## config.mk

```make
export PLATFORM = sky130hd
export DESIGN_NAME = lock_code_sender
export DESIGN_NICKNAME = d
export VERILOG_FILES = /design/src/rtl/lock_code_sender.sv
export SDC_FILE = /design/constraint.sdc
export NUM_CORES = 1
export LEC_CHECK = 0
export BUFFER_PORTS_ARGS = -buffer_cell sky130_fd_sc_hd__clkbuf_2
export CAP_MARGIN = 20
export CORE_ASPECT_RATIO = 0.9
export CORE_MARGIN = 2
export CORE_UTILIZATION = 55
export DETAILED_ROUTE_END_ITERATION = 10
export PLACE_DENSITY = 0.85
export SLEW_MARGIN = 30
export SYNTH_ARGS = -nofsm -noshare
export SYNTH_HDL_FRONTEND = slang
export SYNTH_SLANG_ARGS = --single-unit
export TNS_END_PERCENT = 30
```

## constraint.sdc

```tcl
create_clock -name clk -period 5.6 [get_ports clk]
set_clock_uncertainty 0.1 [all_clocks]
set_input_delay 0.28 -clock clk [delete_from_list [all_inputs] [get_ports clk]]
set_output_delay 0.28 -clock clk [all_outputs]
set_load 0.02 [all_outputs]
```

## src/rtl/lock_code_sender.sv

```systemverilog
// Drives the keypad lock's buttons and code bus through a check or set-password sequence.
// Start edge to first press is 1 cycle; start edges are ignored while busy and lock waits are bounded by TIMEOUT.
module lock_code_sender #(
  parameter int PULSE_W  = 4,
  parameter int SETTLE   = 2,
  parameter int TIMEOUT  = 255,
  parameter int MAX_FAIL = 3
) (
  input  logic       clk,
  input  logic       rst,
  input  logic       start_i,
  input  logic       mode_i,
  input  logic [6:0] code_i,
  input  logic [2:0] lock_state_i,
  output logic       chk_btn_o,
  output logic       set_btn_o,
  output logic [6:0] code_o,
  output logic       busy_o,
  output logic       done_o,
  output logic [1:0] result_o,
  output logic [2:0] fail_cnt_o,
  output logic       locked_out_o
);

  localparam logic [15:0] PW_L  = 16'(PULSE_W);
  localparam logic [15:0] PW_M1 = 16'(PULSE_W - 1);
  localparam logic [15:0] ST_M1 = 16'(SETTLE - 1);
  localparam logic [15:0] TO_M1 = 16'(TIMEOUT - 1);
  localparam logic [2:0]  MF_L  = 3'(MAX_FAIL);

  localparam logic [2:0] LK_IDLE   = 3'b000;
  localparam logic [2:0] LK_SET_AW = 3'b001;
  localparam logic [2:0] LK_OPENED = 3'b010;
  localparam logic [2:0] LK_ALARM  = 3'b011;
  localparam logic [2:0] LK_INPUT  = 3'b100;

  localparam logic [1:0] RES_NONE  = 2'b00;
  localparam logic [1:0] RES_OK    = 2'b01;
  localparam logic [1:0] RES_ALARM = 2'b10;
  localparam logic [1:0] RES_ERR   = 2'b11;

  typedef enum logic [3:0] {
    ST_IDLE,
    ST_PRESS1,
    ST_WAIT_ARM,
    ST_SETTLE,
    ST_PRESS2,
    ST_WAIT_RES,
    ST_PRESS_CLR,
    ST_WAIT_IDLE,
    ST_DONE
  } state_t;

  state_t      state;
  logic [15:0] cnt;
  logic        start_q;
  logic        mode_q;
  logic [1:0]  res_q;

  logic        start_edge;
  logic        precond_bad;
  logic        to_hit;
  logic [2:0]  arm_tgt;
  logic [2:0]  fail_inc;
  logic        fin;
  logic [1:0]  fin_res;

  assign start_edge  = start_i & ~start_q;
  assign precond_bad = locked_out_o |
                       (mode_i ? (lock_state_i != LK_OPENED) : (lock_state_i != LK_IDLE));
  assign to_hit      = (cnt == TO_M1);
  assign arm_tgt     = mode_q ? LK_SET_AW : LK_INPUT;
  assign fail_inc    = (fail_cnt_o == 3'd7) ? 3'd7 : fail_cnt_o + 3'd1;

  // Completion decision; a target state is tested before the timeout so it wins a tie.
  always_comb begin
    fin     = 1'b0;
    fin_res = RES_ERR;
    case (state)
      ST_IDLE: begin
        if (start_edge && precond_bad) fin = 1'b1;
      end
      ST_WAIT_ARM: begin
        if (lock_state_i != arm_tgt && to_hit) fin = 1'b1;
      end
      ST_WAIT_RES: begin
        if (mode_q) begin
          if (lock_state_i == LK_IDLE) begin
            fin     = 1'b1;
            fin_res = RES_OK;
          end else if (to_hit) begin
            fin = 1'b1;
          end
        end else begin
          if (lock_state_i == LK_OPENED) begin
            fin     = 1'b1;
            fin_res = RES_OK;
          end else if (lock_state_i != LK_ALARM && to_hit) begin
            fin = 1'b1;
          end
        end
      end
      ST_WAIT_IDLE: begin
        if (lock_state_i == LK_IDLE) begin
          fin     = 1'b1;
          fin_res = res_q;
        end else if (to_hit) begin
          fin = 1'b1;
        end
      end
      default: ;
    endcase
  end

  always_ff @(posedge clk) begin
    if (rst) begin
      state        <= ST_IDLE;
      cnt          <= '0;
      start_q      <= 1'b0;
      mode_q       <= 1'b0;
      res_q        <= RES_NONE;
      chk_btn_o    <= 1'b1;
      set_btn_o    <= 1'b1;
      code_o       <= '0;
      busy_o       <= 1'b0;
      done_o       <= 1'b0;
      result_o     <= RES_NONE;
      fail_cnt_o   <= '0;
      locked_out_o <= 1'b0;
    end else begin
      start_q <= start_i;
      done_o  <= 1'b0;
      case (state)
        ST_IDLE: begin
          if (start_edge) begin
            code_o <= code_i;
            mode_q <= mode_i;
            busy_o <= 1'b1;
            cnt    <= '0;
            if (!precond_bad) begin
              state     <= ST_PRESS1;
              chk_btn_o <= mode_i;
              set_btn_o <= ~mode_i;
            end
          end
        end
        // Button released after PULSE_W cycles, then one high cycle before leaving.
        ST_PRESS1, ST_PRESS2, ST_PRESS_CLR: begin
          if (cnt == PW_M1) begin
            chk_btn_o <= 1'b1;
            set_btn_o <= 1'b1;
          end
          if (cnt == PW_L) begin
            cnt   <= '0;
            state <= (state == ST_PRESS1) ? ST_WAIT_ARM :
                     (state == ST_PRESS2) ? ST_WAIT_RES : ST_WAIT_IDLE;
          end else begin
            cnt <= cnt + 16'd1;
          end
        end
        ST_WAIT_ARM: begin
          if (lock_state_i == arm_tgt) begin
            state <= ST_SETTLE;
            cnt   <= '0;
          end else begin
            cnt <= cnt + 16'd1;
          end
        end
        ST_SETTLE: begin
          if (cnt == ST_M1) begin
            state     <= ST_PRESS2;
            cnt       <= '0;
            chk_btn_o <= mode_q;
            set_btn_o <= ~mode_q;
          end else begin
            cnt <= cnt + 16'd1;
          end
        end
        ST_WAIT_RES: begin
          if (!mode_q && lock_state_i == LK_ALARM) begin
            state     <= ST_PRESS_CLR;
            cnt       <= '0;
            res_q     <= RES_ALARM;
            chk_btn_o <= 1'b0;
          end else begin
            cnt <= cnt + 16'd1;
          end
        end
        ST_WAIT_IDLE: cnt <= cnt + 16'd1;
        ST_DONE: begin
          state  <= ST_IDLE;
          busy_o <= 1'b0;
        end
        default: state <= ST_IDLE;
      endcase

      if (fin) begin
        state    <= ST_DONE;
        done_o   <= 1'b1;
        result_o <= fin_res;
        if (fin_res == RES_ALARM) begin
          fail_cnt_o <= fail_inc;
          if (fail_inc >= MF_L) locked_out_o <= 1'b1;
        end else if (fin_res == RES_OK && !mode_q) begin
          fail_cnt_o <= '0;
        end
      end
    end
  end

endmodule
```

## Yosys cells after proc, flatten, opt, wreduce, memory -nomap -nowiden

Cells that the tools add are included.

| storage, ports and cells | value |
|---|---|
| flip-flop bits (word level) | 40 |
| input port bits | 14 |
| output and inout bits | 17 |
| word-level logic and storage cells | 131 |

| cells by class | value |
|---|---|
| add/subtract/negate cells | 2 |
| order comparisons | 1 |
| eq/ne operators | 35 |
| muxes and demuxes | 47 |
| bitwise logic cells | 6 |
| reductions and logical operators | 26 |

Operators by type and width:

| operator | count |
|---|---|
| 16-bit one-hot mux with 6 select lines | 1 |
| 16-bit 2-to-1 mux | 5 |
| 4-bit 2-to-1 mux | 7 |
| 4-bit one-hot mux with 6 select lines | 1 |
| 1-bit 2-to-1 mux | 18 |
| 3-bit != test, second input constant | 6 |
| 16-bit by 1-bit adder with 16-bit output, second input constant | 1 |
| 16-bit by 1-bit equality test with 1-bit output, second input constant | 1 |
| 16-bit by 2-bit equality test with 1-bit output, second input constant | 1 |
| 16-bit by 3-bit equality test with 1-bit output, second input constant | 1 |
| 16-bit by 8-bit equality test with 1-bit output, second input constant | 1 |
| 4-bit by 3-bit equality test with 1-bit output, second input constant | 4 |
| 2-bit != test, second input constant | 8 |
| 3-bit 2-to-1 mux | 5 |
| 7-bit AND reduction | 2 |
| 2-bit 2-to-1 mux | 5 |
| 2-bit AND reduction | 5 |
| 4-bit by 2-bit equality test with 1-bit output, second input constant | 2 |
| 1-bit one-hot mux with 4 select lines | 2 |
| 3-bit by 2-bit equality test with 1-bit output, second input constant | 2 |
| 3-bit by 2-bit != test with 1-bit output, second input constant | 2 |
| 6-bit AND reduction | 1 |
| 3-bit nonzero test | 2 |
| 6-bit nonzero test | 1 |
| 25 further kinds | 33 |

## Logic depth before layout (Yosys ltp)

| depth | value |
|---|---|
| word-level depth | 8 |
| depth in mapped cells | 9 |

## Least setup slack after synthesis

Ideal clock, no wire load.

| timing | value |
|---|---|
| path type | reg2reg |
| start point | reg state[3] |
| end point | reg result_o[0] |
| data arrival time | 1.708 ns |
| data required time | 5.372 ns |
| setup slack | 3.663 ns |
| stages on the path, launching flop included | 7 |
| cell sequence | dfxtp_1 or4_1 or2_2 buf_4 o211a_1 o21ai_2 o22ai_1 |

| between the ends | value |
|---|---|
| cells in the longest elaborated chain, start to end | 2 |
| elaborated cells on any way between the ends | 6 |

Ends and longest elaborated chain:

| element | RTL line | text |
|---|---|---|
| start, declared | 54 | `state_t state;` |
| start signal, assigned | 155 | `state <= (state == ST_PRESS1) ? ST_WAIT_ARM :` |
| 4-bit by 3-bit equality test with 1-bit output, or another cell as far along | 79 | `case (state)` |
| 1-bit one-hot mux with 4 select lines or 2-bit one-hot mux with 2 select lines (tied branches) | 79 |  |
| end signal, assigned | 200 | `result_o <= fin_res;` |
| end, declared | 20 | `output logic [1:0] result_o,` |

Several ways; a longest one is shown, not always the timed one.
A chain may end at the register's enable or synchronous reset.

## Worst setup path in the final report

| timing | value |
|---|---|
| start point | reg state[1] |
| end point | reg cnt[0] |

| between the ends | value |
|---|---|
| cells in the longest elaborated chain, start to end | 4 |
| elaborated cells on any way between the ends | 13 |

Ends and longest elaborated chain:

| element | RTL line | text |
|---|---|---|
| 4-bit by 1-bit equality test with 1-bit output or 4-bit by 3-bit equality test with 1-bit output (tied branches) | 133 | `case (state)` |
| 3-bit OR reduction | 133 |  |
| 6-bit nonzero test (no line) | - |  |
| 2-bit AND reduction (no line) | - |  |
| end signal, assigned | 158 | `cnt <= cnt + 16'd1;` |
| end signal, assigned | 166 | `cnt <= cnt + 16'd1;` |
| end signal, assigned | 176 | `cnt <= cnt + 16'd1;` |
| end, declared | 55 | `logic [15:0] cnt;` |

Several ways; a longest one is shown, not always the timed one.

==> impl_metrics.tcl <==
set metrics [dict create \
    status "finished, final reports clean" \
    syn_inst 264 \
    r2r_slack_ns 3.16 \
    critPathLaunchType "flip-flop" \
    relSlewSlack_pct 54.6 \
    vias 2088 \
    cts_inserted_buffers 5 \
    coreArea_um2 3990 \
    drtPass1Iterations 6 \
    dpl.hpwl_um 3570 \
    final_common_cell "dfxtp_1" \
    holdCritPathClass "primary input to flip-flop" \
    setup_violations 0 \
    clk_latency_ns 0.29 \
    path_class "flip-flop to flip-flop" \
    nets 307 \
    ys_ff_latch 40 \
    post_cts_buffers 0 \
    cts_resized 0 \
    regArea_um2 801 \
    vdd_drop_max_uv 172 \
    syn_to_final_growth_pct 11.0 \
    cts_buffer_depth 2 \
    synth_ff_type "dfxtp_1" \
    fmax_mhz 410 \
    power_density_nw_per_um2 278 \
    yosysSeqAreaShare_pct 35.7 \
    ctsHtreeMaxLevel 2 \
    drt-vias-per-instance 6.20 \
    cts_root_buf "clkbuf_8" \
    antenna_cells 0 \
    crit_fanout 14 \
    grt_max_degree 23 \
    die_x_um 71.3 \
    setup_tns_ns 0 \
    cp.required_ns 5.65 \
    postSynthAreaPerCell_um2 8.50 \
    initialDrtViolationCount 229 \
    wl_per_cell_um 15.3 \
    multi_input_area_um2 1330 \
    drc 0 \
    syn_nets 283 \
    antenna_found_initial 0 \
    cts_tree "yes" \
    rsz0062_at_grt "no" \
    async_reset_ff_share_pct 0 \
    final_cell_mix "40 x dfxtp_1, 38 x nor2_1, 30 x clkbuf_2" \
    power.total_mw 0.693 \
    antenna_left 0 \
    drv_cap 0 \
    gr-usage-all-layers_pct 23.1 \
    fin_crit_sh_pct 43.6 \
    hold_viol 0 \
    yosysWarnings 0 \
    place_congestion 0.855 \
    slew_violations 0 \
    io_pins 31 \
    clk_pin_slew_ns 0.08 \
    p_leak_nw 0.927 \
    rows 22 \
    fillers 333 \
    cts_sinks 40 \
    portBuffers 30 \
    gr-total-overflow 0 \
    min_period_ns 2.44 \
    synth_edf_count 0 \
    tightest_slew_ns 0.675 \
    design.die.area_um2 4610 \
    grt_pass1_wl_um 8560 \
    critPathArrivalTime_ns 2.49 \
    die_y_um 64.6 \
    drt_wl_total_um 5170 \
    final_layout_size_suffix_gt1_share_pct 17.3 \
    grt_pass1_vias 1905 \
    start_util_pct 56.2 \
    cts_hold_buffers 0 \
    synth_cell_types 56 \
    endpoint_kind "flip-flop" \
    syn_area_um2 2240 \
]
[where the power goes]
group | total [mW] | internal (mW) | switching [mW]
clock | 0.234 | 0.132 | 0.102
combinational | 0.140 | 0.0547 | 0.0851
sequential | 0.320 | 0.301 | 0.0187
[path summary, 6_finish.rpt]
path	end	depth (start not counted)	startpoint
setup / recovery	cnt[0]	5	state[1]
hold / removal	code_o[0]	3	code_i[0]
setup reg to reg	cnt[0]	5	state[1]
hold reg to reg	res_q[1]	2	res_q[1]
[metal layers]
metal | up-vias | part of all wire [%] | GRT usage [%] | routed length [um]
li1 | 1004 | - | - | -
met1 | 957 | 45 | 31.2 | 2310
met2 | 107 | 44 | 34.8 | 2300
met3 | 20 | 8.3 | 5.60 | 428
met4 | 0 | 2.6 | 9.91 | 133
met5 | - | 0 | 0 | 0
[stage by stage]
step                hold WS (ns)  cell area (um^2)  cells  utilization (%)  setup slack (ns)
floorplan                  0.308              2240    264                -              3.66
global placement           0.332              2380    329             59.6              3.42
detailed placement         0.337              2380    329             59.6              3.31
CTS                        0.112              2490    337             62.4              3.29
global route               0.125              2490    337             62.4              3.05
finish                     0.117              2490    337             62.4              3.16
[kinds of logic after synthesis]
kind of cell / synth area share (%)
muxes: 4.52
and+or+nand+nor: 29.6
buffers and inverters: 5.19
adders and majority gates: 2.79
DFF: 35.7
xor gates and xnor gates: 4.69
AOI/OAI and AO/OA: 17.5
[sequential cells by signal (all words and copies together) (netlist names), 2 cells and up]
register / flops
fail_cnt_o: 3
cnt: 16
result_o: 2
code_o: 7
state: 4
[worst max-delay path, stage by stage, from the launching register on]
cell and delay (ns):
dfxtp_1 0.65, nor3b_1 0.12, o21ai_0 0.44, o211ai_2 0.29
o31ai_4 0.58, nor2_1 0.11
[cell usage after synthesis, types with 4 or more instances]
cell type	number	area, um^2
o21ai_0	7	35.0
buf_2	5	25.0
nor3_1	9	45.0
clkbuf_1	4	15.0
nand4_1	5	31.3
nor2_1	38	143
o22ai_1	4	25.0
inv_1	11	41.3
dfxtp_1	40	801
nand3_1	11	55.1
a21oi_1	12	60.1
ha_1	5	62.6
nand2_1	14	52.6
nor4b_1	4	35.0
xnor2_1	9	78.8
mux2i_1	9	90.1
nand2b_1	6	37.5
nor2b_1	6	37.5
[cell type report]
cell class / count / area share [%]
multi-input cells: 200 / 53.3
well taps: 48 / 2.41
clock inverters: 3 / 1.71
repair buffers: 30 / 6.03
flip-flops and latches: 40 / 32.2
inverters: 11 / 1.66
clock buffers: 5 / 2.76
Power figures use the tool's default switching activity.
